**src/rtl/mem_ip_bist_pkg.sv**
```systemverilog
// Shared definitions for the memory-BIST harness.
// Holds the instruction word layout, the op and address-mode encodings, the FSM state
// encoding, and a helper that assembles an instruction word from its fields.
package mem_ip_bist_pkg;

  // Instruction word width and the bit position of each field (LSB first).
  localparam int IR_WIDTH  = 22;
  localparam int ADMD_LSB  = 0;
  localparam int W_BIT     = 2;
  localparam int DATA_LSB  = 3;
  localparam int NO_LSB    = 11;
  localparam int POL_LSB   = 13;
  localparam int OP_LSB    = 17;
  localparam int UPDWN_BIT = 21;

  // OPk values.
  localparam logic OP_WRITE = 1'b0;
  localparam logic OP_READ  = 1'b1;

  // ADMD value that restricts the element to address 0; every other value sweeps.
  localparam logic [1:0] ADMD_SINGLE = 2'd1;

  // FSM state encoding.
  localparam logic [1:0] ST_IDLE = 2'd0;
  localparam logic [1:0] ST_FILL = 2'd1;
  localparam logic [1:0] ST_RUN  = 2'd2;
  localparam logic [1:0] ST_DONE = 2'd3;

  // Packed view of the instruction word. Members are listed MSB first, so the
  // struct bit positions line up exactly with the *_LSB / *_BIT constants above.
  typedef struct packed {
    logic       updwn;
    logic [3:0] op;
    logic [3:0] pol;
    logic [1:0] no;
    logic [7:0] data;
    logic       w;
    logic [1:0] admd;
  } ir_t;

  // Field builder: assembles an instruction word from individual fields.
  function automatic logic [IR_WIDTH-1:0] ir_build(
    input logic       updwn,
    input logic [3:0] op,
    input logic [3:0] pol,
    input logic [1:0] no,
    input logic [7:0] data,
    input logic       w,
    input logic [1:0] admd
  );
    ir_t i;
    i.updwn = updwn;
    i.op    = op;
    i.pol   = pol;
    i.no    = no;
    i.data  = data;
    i.w     = w;
    i.admd  = admd;
    return i;
  endfunction

endpackage

```
**src/rtl/mem_ip_ram.sv**
```systemverilog
// Single-port synchronous RAM used as the device under BIST.
// One write or one read per cycle; read data appears one cycle after the address.
// Contents are not reset.
// Ports:
//   clk    in   clock, rising edge
//   we     in   write enable
//   addr   in   word address
//   wdata  in   write data
//   rdata  out  registered read data (old contents on a same-cycle write)
module mem_ip_ram #(
  parameter int ADDR_WIDTH = 4,
  parameter int DATA_WIDTH = 8
) (
  input  logic                  clk,
  input  logic                  we,
  input  logic [ADDR_WIDTH-1:0] addr,
  input  logic [DATA_WIDTH-1:0] wdata,
  output logic [DATA_WIDTH-1:0] rdata
);

  logic [DATA_WIDTH-1:0] mem [2**ADDR_WIDTH];

  always_ff @(posedge clk) begin
    if (we) begin
      mem[addr] <= wdata;
    end
    rdata <= mem[addr];
  end

endmodule

```
**src/rtl/mem_ip_bist.sv**
```systemverilog
// Programmable memory-BIST wrapper. A small on-chip RAM plus a controller that runs
// one march element per instruction. The instruction is taken from the parallel scan
// word on a rising edge of ts. Any read miscompare clears a sticky pass/fail flag.
// Ports:
//   clk       in   single clock, rising edge
//   rst       in   asynchronous reset, active low
//   scan      in   BIST instruction word (layout in mem_ip_bist_pkg::ir_t)
//   ts        in   test start; a rising edge starts a test when idle
//   passfail  out  1 = no miscompare since the last start, 0 = miscompare seen
module mem_ip_bist
  import mem_ip_bist_pkg::*;
#(
  parameter int SCAN_WIDTH = IR_WIDTH,
  parameter int ADDR_WIDTH = 4,
  parameter int DATA_WIDTH = 8,
  parameter int FAULT_EN   = 0,
  parameter int FAULT_ADDR = 0,
  parameter int FAULT_BIT  = 0
) (
  input  logic                  clk,
  input  logic                  rst,
  input  logic [SCAN_WIDTH-1:0] scan,
  input  logic                  ts,
  output logic                  passfail
);

  localparam logic [ADDR_WIDTH-1:0] ADDR_MAX = '1;
  localparam logic [ADDR_WIDTH-1:0] FAULT_A  = ADDR_WIDTH'(FAULT_ADDR);
  // Bits cleared on reads of the faulty word; all zero when injection is off.
  localparam logic [DATA_WIDTH-1:0] FAULT_MASK =
    (FAULT_EN != 0) ? ({{(DATA_WIDTH-1){1'b0}}, 1'b1} << FAULT_BIT) : '0;

  // First address of the element for a given instruction.
  function automatic logic [ADDR_WIDTH-1:0] first_addr(input ir_t i);
    if (i.admd == ADMD_SINGLE) begin
      return '0;
    end
    return i.updwn ? ADDR_MAX : '0;
  endfunction

  logic                  ts_q;
  logic                  start;
  ir_t                   ir;
  logic [1:0]            state;
  logic [ADDR_WIDTH-1:0] addr;
  logic [1:0]            op_idx;
  logic                  rd_phase;

  logic                  ram_we;
  logic [ADDR_WIDTH-1:0] ram_addr;
  logic [DATA_WIDTH-1:0] ram_wdata;
  logic [DATA_WIDTH-1:0] ram_rdata;
  logic [DATA_WIDTH-1:0] rdata_seen;

  logic                  cur_op;
  logic                  cur_pol;
  logic [DATA_WIDTH-1:0] data_w;
  logic [DATA_WIDTH-1:0] op_word;
  logic                  last_addr;
  logic                  miscompare;

  assign start = ts & ~ts_q;

  // Decode of the op currently being executed.
  always_comb begin
    cur_op  = ir.op[op_idx];
    cur_pol = ir.pol[op_idx];
    data_w  = DATA_WIDTH'(ir.data);
    op_word = cur_pol ? ~data_w : data_w;
  end

  // The element ends after the last address in sweep order; there is no wrap.
  always_comb begin
    if (ir.admd == ADMD_SINGLE) begin
      last_addr = 1'b1;
    end else if (ir.updwn) begin
      last_addr = (addr == '0);
    end else begin
      last_addr = (addr == ADDR_MAX);
    end
  end

  // RAM port: FILL writes DATA in ascending order, RUN writes the op's polarity of DATA.
  // During a read both cycles present the same address, so the compare cycle sees the
  // data for the address that was issued.
  always_comb begin
    ram_we    = ((state == ST_FILL) && ir.w) ||
                ((state == ST_RUN) && (cur_op == OP_WRITE));
    ram_addr  = addr;
    ram_wdata = (state == ST_FILL) ? data_w : op_word;
  end

  // Stuck-at-0 injection on the read path of one word.
  always_comb begin
    rdata_seen = ram_rdata;
    if (addr == FAULT_A) begin
      rdata_seen = ram_rdata & ~FAULT_MASK;
    end
  end

  assign miscompare = (rdata_seen != op_word);

  mem_ip_ram #(
    .ADDR_WIDTH (ADDR_WIDTH),
    .DATA_WIDTH (DATA_WIDTH)
  ) u_ram (
    .clk   (clk),
    .we    (ram_we),
    .addr  (ram_addr),
    .wdata (ram_wdata),
    .rdata (ram_rdata)
  );

  always_ff @(posedge clk or negedge rst) begin
    if (!rst) begin
      ts_q     <= 1'b0;
      ir       <= '0;
      state    <= ST_IDLE;
      addr     <= '0;
      op_idx   <= '0;
      rd_phase <= 1'b0;
      passfail <= 1'b1;
    end else begin
      ts_q <= ts;
      case (state)
        ST_IDLE: begin
          // Start edges arriving while busy are dropped; only IDLE looks at them.
          if (start) begin
            ir       <= ir_t'(scan);
            passfail <= 1'b1;
            op_idx   <= '0;
            rd_phase <= 1'b0;
            if (scan[W_BIT]) begin
              state <= ST_FILL;
              addr  <= '0;
            end else begin
              state <= ST_RUN;
              addr  <= first_addr(ir_t'(scan));
            end
          end
        end

        ST_FILL: begin
          if (addr == ADDR_MAX) begin
            state <= ST_RUN;
            addr  <= first_addr(ir);
          end else begin
            addr <= addr + 1'b1;
          end
        end

        ST_RUN: begin
          if ((cur_op == OP_READ) && !rd_phase) begin
            // Read issue cycle; the compare happens next cycle.
            rd_phase <= 1'b1;
          end else begin
            rd_phase <= 1'b0;
            if (rd_phase && miscompare) begin
              passfail <= 1'b0;
            end
            if (op_idx == ir.no) begin
              op_idx <= '0;
              if (last_addr) begin
                state <= ST_DONE;
              end else if (ir.updwn) begin
                addr <= addr - 1'b1;
              end else begin
                addr <= addr + 1'b1;
              end
            end else begin
              op_idx <= op_idx + 1'b1;
            end
          end
        end

        ST_DONE: begin
          state <= ST_IDLE;
        end

        default: begin
          state <= ST_IDLE;
        end
      endcase
    end
  end

endmodule

```
**config.mk**
```make
export PLATFORM = sky130hd
export DESIGN_NAME = mem_ip_bist
export DESIGN_NICKNAME = d
export VERILOG_FILES = /design/src/rtl/mem_ip_bist_pkg.sv /design/src/rtl/mem_ip_ram.sv /design/src/rtl/mem_ip_bist.sv
export SDC_FILE = /design/constraint.sdc
export NUM_CORES = 1
export LEC_CHECK = 0
export CAP_MARGIN = 20
export CORE_MARGIN = 8
export CORE_UTILIZATION = 35
export CTS_BUF_LIST = sky130_fd_sc_hd__clkbuf_8
export CTS_CLUSTER_DIAMETER = 40
export DETAILED_ROUTE_END_ITERATION = 7
export GPL_ROUTABILITY_DRIVEN = 0
export PLACE_DENSITY = 0.62
export SLEW_MARGIN = 20
export SYNTH_ARGS = -nofsm -noshare
export SYNTH_HDL_FRONTEND = slang
export SYNTH_SLANG_ARGS = --single-unit
```
**constraint.sdc**
```tcl
create_clock -name clk -period 2.5 [get_ports clk]
set_input_delay 0.375 -clock clk [delete_from_list [all_inputs] [get_ports clk]]
set_output_delay 0.375 -clock clk [all_outputs]
set_load 0.01 [all_outputs]
```
==> flow_metrics.env <==
export IMPL_hold_viol=0
export IMPL_grt_pass1_vias=3897
export IMPL_rsz0062_at_grt="no"
export IMPL_dieArea_mm2=0.0249
export IMPL_dp_hpwl_um=9890
export IMPL_relSlewSlack_pct=70.6
export IMPL_fin_setup_tns_ps=0
export IMPL_worst_path_most_repeated_cell="mux2_4"
export IMPL_top_layer_used="met4"
export IMPL_hold_class="in -> async"
export IMPL_viasPerCell=4.92
export IMPL_postSynth_asyncResetShare_pct=19.5
export IMPL_synth_xor_area_share_pct=2.37
export IMPL_crit_slowest_cell="dfrtp_1"
export IMPL_final_area_mm2=0.00830
export IMPL_synthSimpleGateAreaFrac_pct=4.14
export IMPL_wl_met3_um=820
export IMPL_synth_fp_nets=418
export IMPL_critPathBufInv=0
export IMPL_worst_ep_required_time_ps=2850
export IMPL_routedWlPerCell_um=19.9
export IMPL_crit_arrival_ps=2690
export IMPL_post_cts_setup_buffer_count=0
export IMPL_finalNonFillerCells=738
export IMPL_synth_cell_types=49
export IMPL_grt_ovfl_total=0
export IMPL_hold_buffers=0
export IMPL_tightest_slew_ps=430
export IMPL_place_inst=706
export IMPL_p_per_area_mw_per_mm2=1270
export IMPL_min_period_ps=2340
export IMPL_wl_met2_um=7430
export IMPL_synth_avg_cell_area_um2=18.3
export IMPL_p_leak_nw=2.86
export IMPL_end_kind="flop"
export IMPL_synthAdderAreaFrac_pct=1.42
export IMPL_fmax_mhz=427
export IMPL_fin_ws_ps=157
export IMPL_grtUsageTotal_pct=12.6
export IMPL_final_cell_mix="edfxtp_1 (128), buf_4 (43), mux4_2 (40)"
export IMPL_initial_core_util_pct=35.2
export IMPL_synth_seq_area_share_pct=68.7
export IMPL_cts_root_buf="clkbuf_8"
export IMPL_clockBufferDepth=2
export IMPL_rows=52
export IMPL_area_growth_synth_to_final_pct=17.9
export IMPL_grt_pass1_wl_um=22900
export IMPL_design_power_total_mw=10.5
export IMPL_cts_resized=0
export IMPL_final_max_slew_viol_count=0
export IMPL_insertedDiodeCount=0
export IMPL_io_buffer_count=25
export IMPL_critical_path_top_delay_family="multiplexers"
export IMPL_grt_antenna_before_repair=0
export IMPL_routed_wl_um=14700
export IMPL_max_stage_delay_ps=520
export IMPL_crit_chain="mux2_4 -> a22o_1 -> o31a_1 -> or3_4 -> mux2_4"
export IMPL_fin_util_pct=41.5
export IMPL_dpl_instance_area_mm2=0.00789
export IMPL_coreArea_mm2=0.0200
export IMPL_critical_path_class="reg -> reg"
export IMPL_period_share_pct=93.7
export IMPL_via_count=3633
export IMPL_cp_max_fo=7
export IMPL_numCtsBuffers=17
export IMPL_synth_top_family_by_area="multiplexers"
export IMPL_vdd_ir_drop_max_mv=0.494
export IMPL_pre_cts_ws_ps=175
export IMPL_max_cap_violations=0
export IMPL_yosys_warnings=0
export IMPL_drc=0
export IMPL_grt_max_degree=34
export IMPL_synthCells=385
export IMPL_cp_start_kind="flop"
export IMPL_ios=26
export IMPL_die_x_um=158
export IMPL_final_common_cell="edfxtp_1"
export IMPL_drive_gt1_share_pct=31.0
export IMPL_cts_tree="yes"
export IMPL_synth_compound_area_share_pct=3.13
export IMPL_worst_clock_skew_ps=14.6
export IMPL_synth_mux_area_share_pct=18.7
export IMPL_clk_pin_slew_ps=90
export IMPL_first_pass_iters=4
export IMPL_setup_violations_final=0
export IMPL_syn_area_mm2=0.00704
export IMPL_synth_edff_count=128
export IMPL_clock_sinks=169
export IMPL_wl_met1_um=6210
export IMPL_drt_iter0_drc=248
export IMPL_hold_slack_ps=324
export IMPL_synth_ff_type="edfxtp_1"
export IMPL_r2r_slack_ps=160
export IMPL_die_h_um=158
export IMPL_yosys_register_bits=169
export IMPL_htreeDepth=4
export IMPL_outcome="complete, no violations"
export IMPL_clk_latency_ps=460
export IMPL_num_nets_final=488
export IMPL_ant_nets=0
[routing by layer]
metal,global-route usage (%),vias to the layer above
met4,3.99,0
li1,-,1657
met2,21.1,103
met3,3.66,19
met5,0,-
met1,15.5,1854
[final cells by class]
cell class / count / area, um^2
Sequential cell: 169 / 4830
Fill cell: 1783 / 11700
Clock buffer: 18 / 248
Multi-Input combinational cell: 190 / 2090
Timing Repair Buffer: 69 / 593
Inverter: 8 / 30.0
Tap cell: 270 / 338
Clock inverter: 14 / 161
[registers in the layout, indices dropped and copies added, names as in the netlist]
register / flops
addr: 4
op_idx: 2
ir: 14
data_w: 8
passfail: 1
u_ram.rdata: 8
rd_phase: 1
u_ram.mem: 128
ts_q: 1
state: 2
[cell usage after synthesis, drive strengths merged, types with 3 or more instances]
| library cell | count | share of area (%) |
|---|---|---|
| nand2b | 7 | 0.62 |
| o31a | 3 | 0.37 |
| dfxtp | 8 | 2.3 |
| a21oi | 3 | 0.21 |
| mux2 | 27 | 4.5 |
| edfxtp | 128 | 55 |
| dfrtp | 32 | 11 |
| xnor2 | 17 | 2.1 |
| nand2 | 10 | 0.53 |
| nor2 | 20 | 1.1 |
| nand3 | 3 | 0.21 |
| clkbuf | 10 | 0.53 |
| mux4 | 41 | 13 |
| mux2i | 7 | 1.0 |
| ha | 8 | 1.4 |
| o21a | 3 | 0.32 |
| inv | 8 | 0.43 |
| o21ai | 6 | 0.43 |
| nor3 | 5 | 0.36 |
| buf | 8 | 0.60 |
[power breakdown]
group	switching, mW	internal (mW)
sequential	0.356	4.44
clock	1.04	0.942
combinational	2.04	1.71
[worst register-to-register path, delay by kind of cell, from the launching register on]
kind	cells	cell delay, ps
simple gates	1	440
flops	1	520
compound gates	2	630
mux	2	640
[cells by family (layout without fill, tap and decap cells)]
family | Yosys count | in the layout
AO/OA/AOI/OAI | 30 | 30
adder cells (fa/ha/maj) | 8 | 8
XOR/XNOR | 19 | 19
buffers and inverters | 26 | 109
flip-flops | 169 | 169
AND/OR/NAND/NOR | 58 | 58
multiplexers | 75 | 75
[path summary, 6_finish.rpt]
check | cells past startpoint | startpoint | endpoint
setup / recovery | 5 | op_idx[0] | addr[1]
hold / removal | 2 | rst | rd_phase
setup reg to reg | 5 | op_idx[0] | addr[1]
hold reg to reg | 1 | ir[16] | ir[16]
max in group asynchronous | 2 | rst | passfail
min in group clk | 1 | ts | ts_q
(Power assumes the default switching activity.)
